`config.mk`:
```
export PLATFORM = sky130hd
export DESIGN_NAME = watch_counter_flat
export DESIGN_NICKNAME = d
export VERILOG_FILES = /design/src/rtl/watch_pkg.sv /design/src/rtl/watch_counter_if.sv /design/src/rtl/bcd_mod_counter.sv /design/src/rtl/watch_counter.sv /design/src/flat_wrapper.sv
export SDC_FILE = /design/constraint.sdc
export NUM_CORES = 1
export LEC_CHECK = 0
export CORE_ASPECT_RATIO = 1.75
export CORE_MARGIN = 4
export CORE_UTILIZATION = 25
export CTS_BUF_LIST = sky130_fd_sc_hd__clkbuf_4 sky130_fd_sc_hd__clkbuf_8
export CTS_CLUSTER_DIAMETER = 60
export DETAILED_ROUTE_END_ITERATION = 7
export PLACE_DENSITY_LB_ADDON = 0.2
export SKIP_LAST_GASP = 1
export SLEW_MARGIN = 0
export SYNTH_ARGS = -nofsm -noshare
export SYNTH_HDL_FRONTEND = slang
export SYNTH_SLANG_ARGS = --single-unit
```
`constraint.sdc`:
```
create_clock -name Clock_5K -period 4.2 [get_ports Clock_5K]
set_input_delay 0.63 -clock Clock_5K [delete_from_list [all_inputs] [get_ports Clock_5K]]
set_output_delay 0.63 -clock Clock_5K [all_outputs]
set_load 0.01 [all_outputs]
```
`src/rtl/watch_pkg.sv`:
```
// Shared constants, FSM state type and BCD step helper for the time-of-day counter.
package watch_pkg;

    localparam logic [7:0] SEC_MAX_BCD  = 8'h59;
    localparam logic [7:0] MIN_MAX_BCD  = 8'h59;
    localparam logic [7:0] HOUR_MAX_BCD = 8'h23;

    typedef enum logic {
        RUN = 1'b0,
        SET = 1'b1
    } watch_state_t;

    // One packed-BCD step; the field maximum wraps the whole field to zero.
    function automatic logic [7:0] bcd_inc(input logic [7:0] value, input logic [7:0] max);
        logic [7:0] result;
        if (value == max)
            result = 8'h00;
        else if (value[3:0] == 4'd9)
            result = {value[7:4] + 4'd1, 4'd0};
        else
            result = {value[7:4], value[3:0] + 4'd1};
        return result;
    endfunction

endpackage

```
`src/rtl/watch_counter_if.sv`:
```
// Control inputs and BCD display outputs of watch_counter; ALARM_EN adds the alarm signals.
interface watch_counter_if;

    logic       Clock_1Sec;
    logic       Set_Mode;
    logic       Inc_Min;
    logic       Inc_Hour;
    logic [7:0] Sec_BCD;
    logic [7:0] Min_BCD;
    logic [7:0] Hour_BCD;
    logic       Sec_Tick;
    logic       Day_Wrap;
`ifdef ALARM_EN
    logic [7:0] Alarm_Hour_BCD;
    logic [7:0] Alarm_Min_BCD;
    logic [0:0] Alarm_Off;
    logic [0:0] Alarm;
`endif

    modport master (
        output Clock_1Sec, Set_Mode, Inc_Min, Inc_Hour,
`ifdef ALARM_EN
        output Alarm_Hour_BCD, Alarm_Min_BCD, Alarm_Off,
        input  Alarm,
`endif
        input  Sec_BCD, Min_BCD, Hour_BCD, Sec_Tick, Day_Wrap
    );

    modport slave (
        input  Clock_1Sec, Set_Mode, Inc_Min, Inc_Hour,
`ifdef ALARM_EN
        input  Alarm_Hour_BCD, Alarm_Min_BCD, Alarm_Off,
        output Alarm,
`endif
        output Sec_BCD, Min_BCD, Hour_BCD, Sec_Tick, Day_Wrap
    );

endinterface

```
`src/rtl/bcd_mod_counter.sv`:
```
// Two-digit packed-BCD counter wrapping at max; carry flags the wrapping step.
module bcd_mod_counter
    import watch_pkg::*;
(
    input  logic       clk,
    input  logic       rst,
    input  logic       inc,
    input  logic       clr,
    input  logic [7:0] max,
    output logic [7:0] value,
    output logic       carry
);

    assign carry = inc && (value == max);

    always_ff @(posedge clk or posedge rst) begin
        if (rst)
            value <= 8'h00;
        else if (clr)
            value <= 8'h00;
        else if (inc)
            value <= bcd_inc(value, max);
    end

endmodule

```
`src/rtl/watch_counter.sv`:
```
// BCD time-of-day counter with RUN/SET modes; define ALARM_EN to add the HH:MM alarm.
module watch_counter
    import watch_pkg::*;
(
    input  logic          Clock_5K,
    input  logic          Reset,
    watch_counter_if.slave bus
);

`ifdef ALARM_EN
    localparam int NSYNC = 5;
`else
    localparam int NSYNC = 4;
`endif

    logic [NSYNC-1:0] raw, sync1, sync2, prev, rise;
    watch_state_t     state;
    logic             sec_tick, day_wrap;
    logic [7:0]       sec_value, min_value, hour_value;
    logic             sec_carry, min_carry, hour_carry;

`ifdef ALARM_EN
    assign raw = {bus.Alarm_Off[0], bus.Inc_Hour, bus.Inc_Min, bus.Set_Mode, bus.Clock_1Sec};
`else
    assign raw = {bus.Inc_Hour, bus.Inc_Min, bus.Set_Mode, bus.Clock_1Sec};
`endif

    always_ff @(posedge Clock_5K or posedge Reset) begin
        if (Reset) begin
            sync1 <= '0;
            sync2 <= '0;
            prev  <= '0;
        end else begin
            sync1 <= raw;
            sync2 <= sync1;
            prev  <= sync2;
        end
    end

    assign rise = sync2 & ~prev;

    // A Set_Mode rise is exactly the RUN->SET transition cycle; leaving SET behaves as RUN.
    logic set_lvl, entering, run_act, set_act, run_tick;
    assign set_lvl  = sync2[1];
    assign entering = rise[1];
    assign run_act  = !set_lvl;
    assign set_act  = set_lvl && (state == SET);
    assign run_tick = run_act && rise[0];

    logic min_inc, hour_inc;
    assign min_inc  = run_act ? sec_carry : (set_act && rise[2]);
    assign hour_inc = run_act ? min_carry : (set_act && rise[3]);

    bcd_mod_counter u_sec (
        .clk(Clock_5K), .rst(Reset), .inc(run_tick), .clr(entering),
        .max(SEC_MAX_BCD), .value(sec_value), .carry(sec_carry)
    );

    bcd_mod_counter u_min (
        .clk(Clock_5K), .rst(Reset), .inc(min_inc), .clr(1'b0),
        .max(MIN_MAX_BCD), .value(min_value), .carry(min_carry)
    );

    bcd_mod_counter u_hour (
        .clk(Clock_5K), .rst(Reset), .inc(hour_inc), .clr(1'b0),
        .max(HOUR_MAX_BCD), .value(hour_value), .carry(hour_carry)
    );

`ifdef ALARM_EN
    logic       alarm, alarm_hit;
    logic [7:0] min_next, hour_next;
    // HH:MM as it will read after this rollover; only meaningful when sec_carry is set.
    assign min_next  = bcd_inc(min_value, MIN_MAX_BCD);
    assign hour_next = min_carry ? bcd_inc(hour_value, HOUR_MAX_BCD) : hour_value;
    assign alarm_hit = run_tick && sec_carry &&
                       (min_next == bus.Alarm_Min_BCD) && (hour_next == bus.Alarm_Hour_BCD);
    assign bus.Alarm = alarm;
`endif

    always_ff @(posedge Clock_5K or posedge Reset) begin
        if (Reset) begin
            state    <= RUN;
            sec_tick <= 1'b0;
            day_wrap <= 1'b0;
`ifdef ALARM_EN
            alarm    <= 1'b0;
`endif
        end else begin
            state    <= set_lvl ? SET : RUN;
            sec_tick <= run_tick;
            day_wrap <= run_act && hour_carry;
`ifdef ALARM_EN
            if (entering || rise[4])
                alarm <= 1'b0;
            else if (alarm_hit)
                alarm <= 1'b1;
`endif
        end
    end

    assign bus.Sec_BCD  = sec_value;
    assign bus.Min_BCD  = min_value;
    assign bus.Hour_BCD = hour_value;
    assign bus.Sec_Tick = sec_tick;
    assign bus.Day_Wrap = day_wrap;

endmodule

```
`src/flat_wrapper.sv`:
```
// flat-port wrapper written by rule: the top's interface ports become plain ports
module watch_counter_flat import watch_pkg::*;
  (Clock_5K, Reset, bus_Clock_1Sec, bus_Set_Mode, bus_Inc_Min, bus_Inc_Hour, bus_Sec_BCD, bus_Min_BCD, bus_Hour_BCD, bus_Sec_Tick, bus_Day_Wrap);
  watch_counter_if bus_i ();
  input  logic Clock_5K;
  input  logic Reset;
  input wire logic [$bits(bus_i.Clock_1Sec)-1:0] bus_Clock_1Sec;
  input wire logic [$bits(bus_i.Set_Mode)-1:0] bus_Set_Mode;
  input wire logic [$bits(bus_i.Inc_Min)-1:0] bus_Inc_Min;
  input wire logic [$bits(bus_i.Inc_Hour)-1:0] bus_Inc_Hour;
  output wire logic [$bits(bus_i.Sec_BCD)-1:0] bus_Sec_BCD;
  output wire logic [$bits(bus_i.Min_BCD)-1:0] bus_Min_BCD;
  output wire logic [$bits(bus_i.Hour_BCD)-1:0] bus_Hour_BCD;
  output wire logic [$bits(bus_i.Sec_Tick)-1:0] bus_Sec_Tick;
  output wire logic [$bits(bus_i.Day_Wrap)-1:0] bus_Day_Wrap;
  assign bus_i.Clock_1Sec = bus_Clock_1Sec;
  assign bus_i.Set_Mode = bus_Set_Mode;
  assign bus_i.Inc_Min = bus_Inc_Min;
  assign bus_i.Inc_Hour = bus_Inc_Hour;
  assign bus_Sec_BCD = bus_i.Sec_BCD;
  assign bus_Min_BCD = bus_i.Min_BCD;
  assign bus_Hour_BCD = bus_i.Hour_BCD;
  assign bus_Sec_Tick = bus_i.Sec_Tick;
  assign bus_Day_Wrap = bus_i.Day_Wrap;
  watch_counter u_core (.Clock_5K(Clock_5K), .Reset(Reset), .bus(bus_i));
endmodule
```
==> metrics.md <==
| Metric | Value |
|---|---|
| Peak VDD IR | `0.000228 V` |
| Top-Level Pins | `32` |
| Crit path capture type | `flip-flop` |
| Power Density | `430 nW/µm²` |
| Avg Inst Size Synth | `11.6 µm²` |
| Die W | `71.2 µm` |
| GR peak layer | `met2` |
| Antenna violations before repair | `0` |
| Setup TNS | `0 ps` |
| CP startpoint kind | `flip-flop` |
| Core box area | `6860 µm²` |
| Drt drc | `0` |
| Worst slew margin | `57.0%` |
| Footprint of the multi-input gates | `748 µm²` |
| RSZ-0062 raised after global routing | `no` |
| Pin count of the biggest net entering global routing | `39` |
| Final #Nets | `206` |
| Num rows | `40` |
| First-pass GRT wire length | `6230 µm` |
| Achievable frequency | `450 MHz` |
| # clock sinks | `38` |
| Setup CP Type | `reg -> reg` |
| Yosys warnings | `0` |
| Leak Pwr | `0.984 nW` |
| Via count | `1247` |
| Pre-Repair DR Iteration Count | `4` |
| Number of diodes | `0` |
| Routed WL per cell | `13.2 µm` |
| CTS tree | `done` |
| Syn Inst Count | `151` |
| Worst Tran Pin Value | `639 ps` |
| #FFs+latches synth | `38` |
| Fin util | `32.9%` |
| M2 GR Usage | `16.2%` |
| P&R area growth vs syn | `29.1%` |
| Clock latency on the worst-skew pair | `280 ps` |
| Cell count after placement | `265` |
| Met3 Usage GRT | `2.04%` |
| Layout filler cell count | `713` |
| Cell area after synthesis | `1750 µm²` |
| Final Wtd Congestion | `0.765` |
| Tot GR Track Use | `9.24%` |
| CTS Buffer Depth | `2` |
| Met1 Use GR | `10.5%` |
| Design Power | `969 µW` |
| Synth unique cells | `40` |
| Post-route ant nets | `0` |
| Die height | `119 µm` |
| FF/Latch Area | `951 µm²` |
| MaxCap Viol Count | `0` |
| Syn Nets | `169` |
| Htree depth | `2` |
| Initial Util | `25.5%` |
| HPWL Detailed | `2670 µm` |
| Vias per Instance | `4.57` |
| Initial DRC count | `55` |
| Hold Fails Final Rpt | `0` |
| CTS Buf Count | `5` |
| Post-route clock period utilization | `52.9%` |
| Post-CTS Hold Buffers | `0` |
| Final setup viols | `0` |
| Worst hold path class | `reg -> reg` |
| Share of cells above drive strength 1 | `10.6%` |
| # resized after CTS | `0` |
| WL final | `3600 µm` |
| Vias in the first global route | `1335` |
| Clk pin slew, worst setup/hold paths | `70 ps` |
| Final Max Slew Viols | `0` |
| Critical Path Fanout Max | `12` |
| Port Buf Inserts | `31` |
| Root Buffer | `clkbuf_8` |
| Global route overflow | `0` |
| Setup Skew | `9.06 ps` |
| Run status | `complete, no violations` |
| Sequential area share after synthesis | `54.4%` |
| Fin cells | `273` |
| Required @ worst endpoint | `4410 ps` |
| Arr. time, crit path | `2430 ps` |
| Post-CTS setup repair buffer count | `0` |
| Die area | `8440 µm²` |
| Min Tclk post-route | `2220 ps` |
-- sequential cells by signal, indices dropped and copies added, names as in the netlist --
register             flops
u_core.sync2             4
u_core.sync1             4
u_core.u_hour.value      8
u_core.bus.Sec_Tick      1
u_core.prev              4
u_core.bus.Day_Wrap      1
u_core.u_sec.value       8
u_core.u_min.value       8
-- cell families (layout without fill, tap and decap cells) --
| family | after synthesis | after routing | share of synthesized area [%] |
|---|---|---|---|
| adder cells (fa/ha/maj) | 12 | 12 | 8.60 |
| XOR/XNOR | 4 | 4 | 2.01 |
| buffers and inverters | 12 | 50 | 2.72 |
| AO/OA/AOI/OAI | 29 | 29 | 10.7 |
| flip-flops | 38 | 38 | 54.4 |
| multiplexers | 6 | 6 | 3.58 |
| AND/OR/NAND/NOR | 50 | 50 | 18.0 |
-- final timing paths --
check | from | slack (ps) | cells past startpoint | end
min in group asynchronous | Reset | 760 | 3 | u_core.u_min.value[7]$_DFFE_PP0P_
setup reg to reg | u_core.u_sec.value[5]$_DFFE_PP0P_ | 1980 | 7 | u_core.u_hour.value[4]$_DFFE_PP0P_
hold / removal | u_core.sync1[0]$_DFF_PP0_ | 350 | 0 | u_core.sync2[0]$_DFF_PP0_
max in group asynchronous | Reset | 3100 | 3 | u_core.u_min.value[3]$_DFFE_PP0P_
setup / recovery | u_core.u_sec.value[5]$_DFFE_PP0P_ | 1980 | 7 | u_core.u_hour.value[4]$_DFFE_PP0P_
hold reg to reg | u_core.sync1[0]$_DFF_PP0_ | 350 | 0 | u_core.sync2[0]$_DFF_PP0_
-- per-stage QoR --
step / cell area [µm²] / setup WS, ps / hold slack (ps)
floorplan: 1750 / 2200 / 331
finish: 2250 / 1980 / 349
global placement: 2160 / 2050 / 335
global route: 2250 / 1830 / 363
detailed placement: 2160 / 2000 / 335
CTS: 2250 / 1960 / 351
-- per-layer routing --
| layer | wire length, µm | up-vias |
|---|---|---|
| met4 | 67 | 0 |
| met1 | 1490 | 613 |
| met3 | 117 | 5 |
| li1 | - | 602 |
| met5 | 0 | - |
| met2 | 1920 | 27 |
-- worst max-delay path, stage by stage (launching register included) --
cell,delay (ps)
dfrtp_1,410
inv_1,80
ha_1,140
nand3b_1,150
or4_1,530
o21a_1,330
or2_2,370
mux2i_1,140
-- report_power, final --
| part | internal (mW) | switching, mW | leakage [nW] |
|---|---|---|---|
| clock | 0.139 | 0.121 | 0.0517 |
| sequential | 0.412 | 0.0626 | 0.487 |
| combinational | 0.130 | 0.105 | 0.446 |
| total | 0.681 | 0.288 | 0.984 |
-- cell usage after synthesis --
| library cell | number | share of area, % |
|---|---|---|
| or3b_1 | 1 | 0.50 |
| nor3b_2 | 3 | 2.1 |
| a22o_1 | 1 | 0.50 |
| o31ai_1 | 2 | 0.86 |
| and4b_1 | 1 | 0.57 |
| a21oi_1 | 4 | 1.1 |
| nor2_1 | 8 | 1.7 |
| or3_1 | 1 | 0.36 |
| mux2i_1 | 4 | 2.3 |
| o21a_1 | 1 | 0.43 |
| nand2_1 | 11 | 2.4 |
| nand4b_1 | 2 | 1.0 |
| nand2b_1 | 2 | 0.72 |
| nor3_2 | 1 | 0.57 |
| dfrtp_1 | 38 | 54 |
| nand3b_1 | 4 | 1.7 |
| and3_1 | 2 | 0.72 |
| nor3_1 | 1 | 0.29 |
| buf_2 | 2 | 0.57 |
| nor3b_1 | 1 | 0.43 |
| inv_1 | 10 | 2.1 |
| a221o_1 | 1 | 0.57 |
| o21ai_2 | 1 | 0.50 |
| o41ai_1 | 1 | 0.50 |
| mux2_2 | 2 | 1.3 |
| ha_1 | 12 | 8.6 |
| xor2_1 | 4 | 2.0 |
| a21o_1 | 3 | 1.3 |
| and3b_1 | 1 | 0.50 |
| o22ai_1 | 2 | 0.72 |
| or4_1 | 2 | 0.86 |
| nand3_1 | 3 | 0.86 |
| o21ai_1 | 2 | 0.57 |
| or2_2 | 1 | 0.36 |
| or4b_2 | 1 | 0.57 |
| o22ai_2 | 1 | 0.72 |
| or3b_4 | 1 | 0.64 |
| o21ai_0 | 10 | 2.9 |
| nor2b_1 | 2 | 0.72 |
| nand4_1 | 1 | 0.36 |
-- placed cells by master (no fill, tap or decap), types with 2 or more instances in the layout --
master,count
o21ai_1,2
inv_1,10
nand3b_1,4
a21o_1,3
a21oi_1,4
nor2b_1,2
nor2_1,8
xor2_1,4
clkbuf_8,6
and3_1,2
mux2_2,2
o21ai_0,10
nand3_1,3
nand2_1,11
nand4b_1,2
o31ai_1,2
or4_1,2
nor3b_2,3
nand2b_1,2
ha_1,12
mux2i_1,4
dfrtp_1,38
o22ai_1,2
clkdlybuf4s50_1,31
-- area by class of cell --
type / instances / share of cell area [%]
Tap cell: 84 / 4.66
Inverter: 10 / 1.66
Clock buffer: 7 / 4.00
Multi-Input combinational cell: 101 / 33.2
Clock inverter: 1 / 0.222
Sequential cell: 38 / 42.2
Timing Repair Buffer: 32 / 14.1
(Power assumes the default switching activity.)
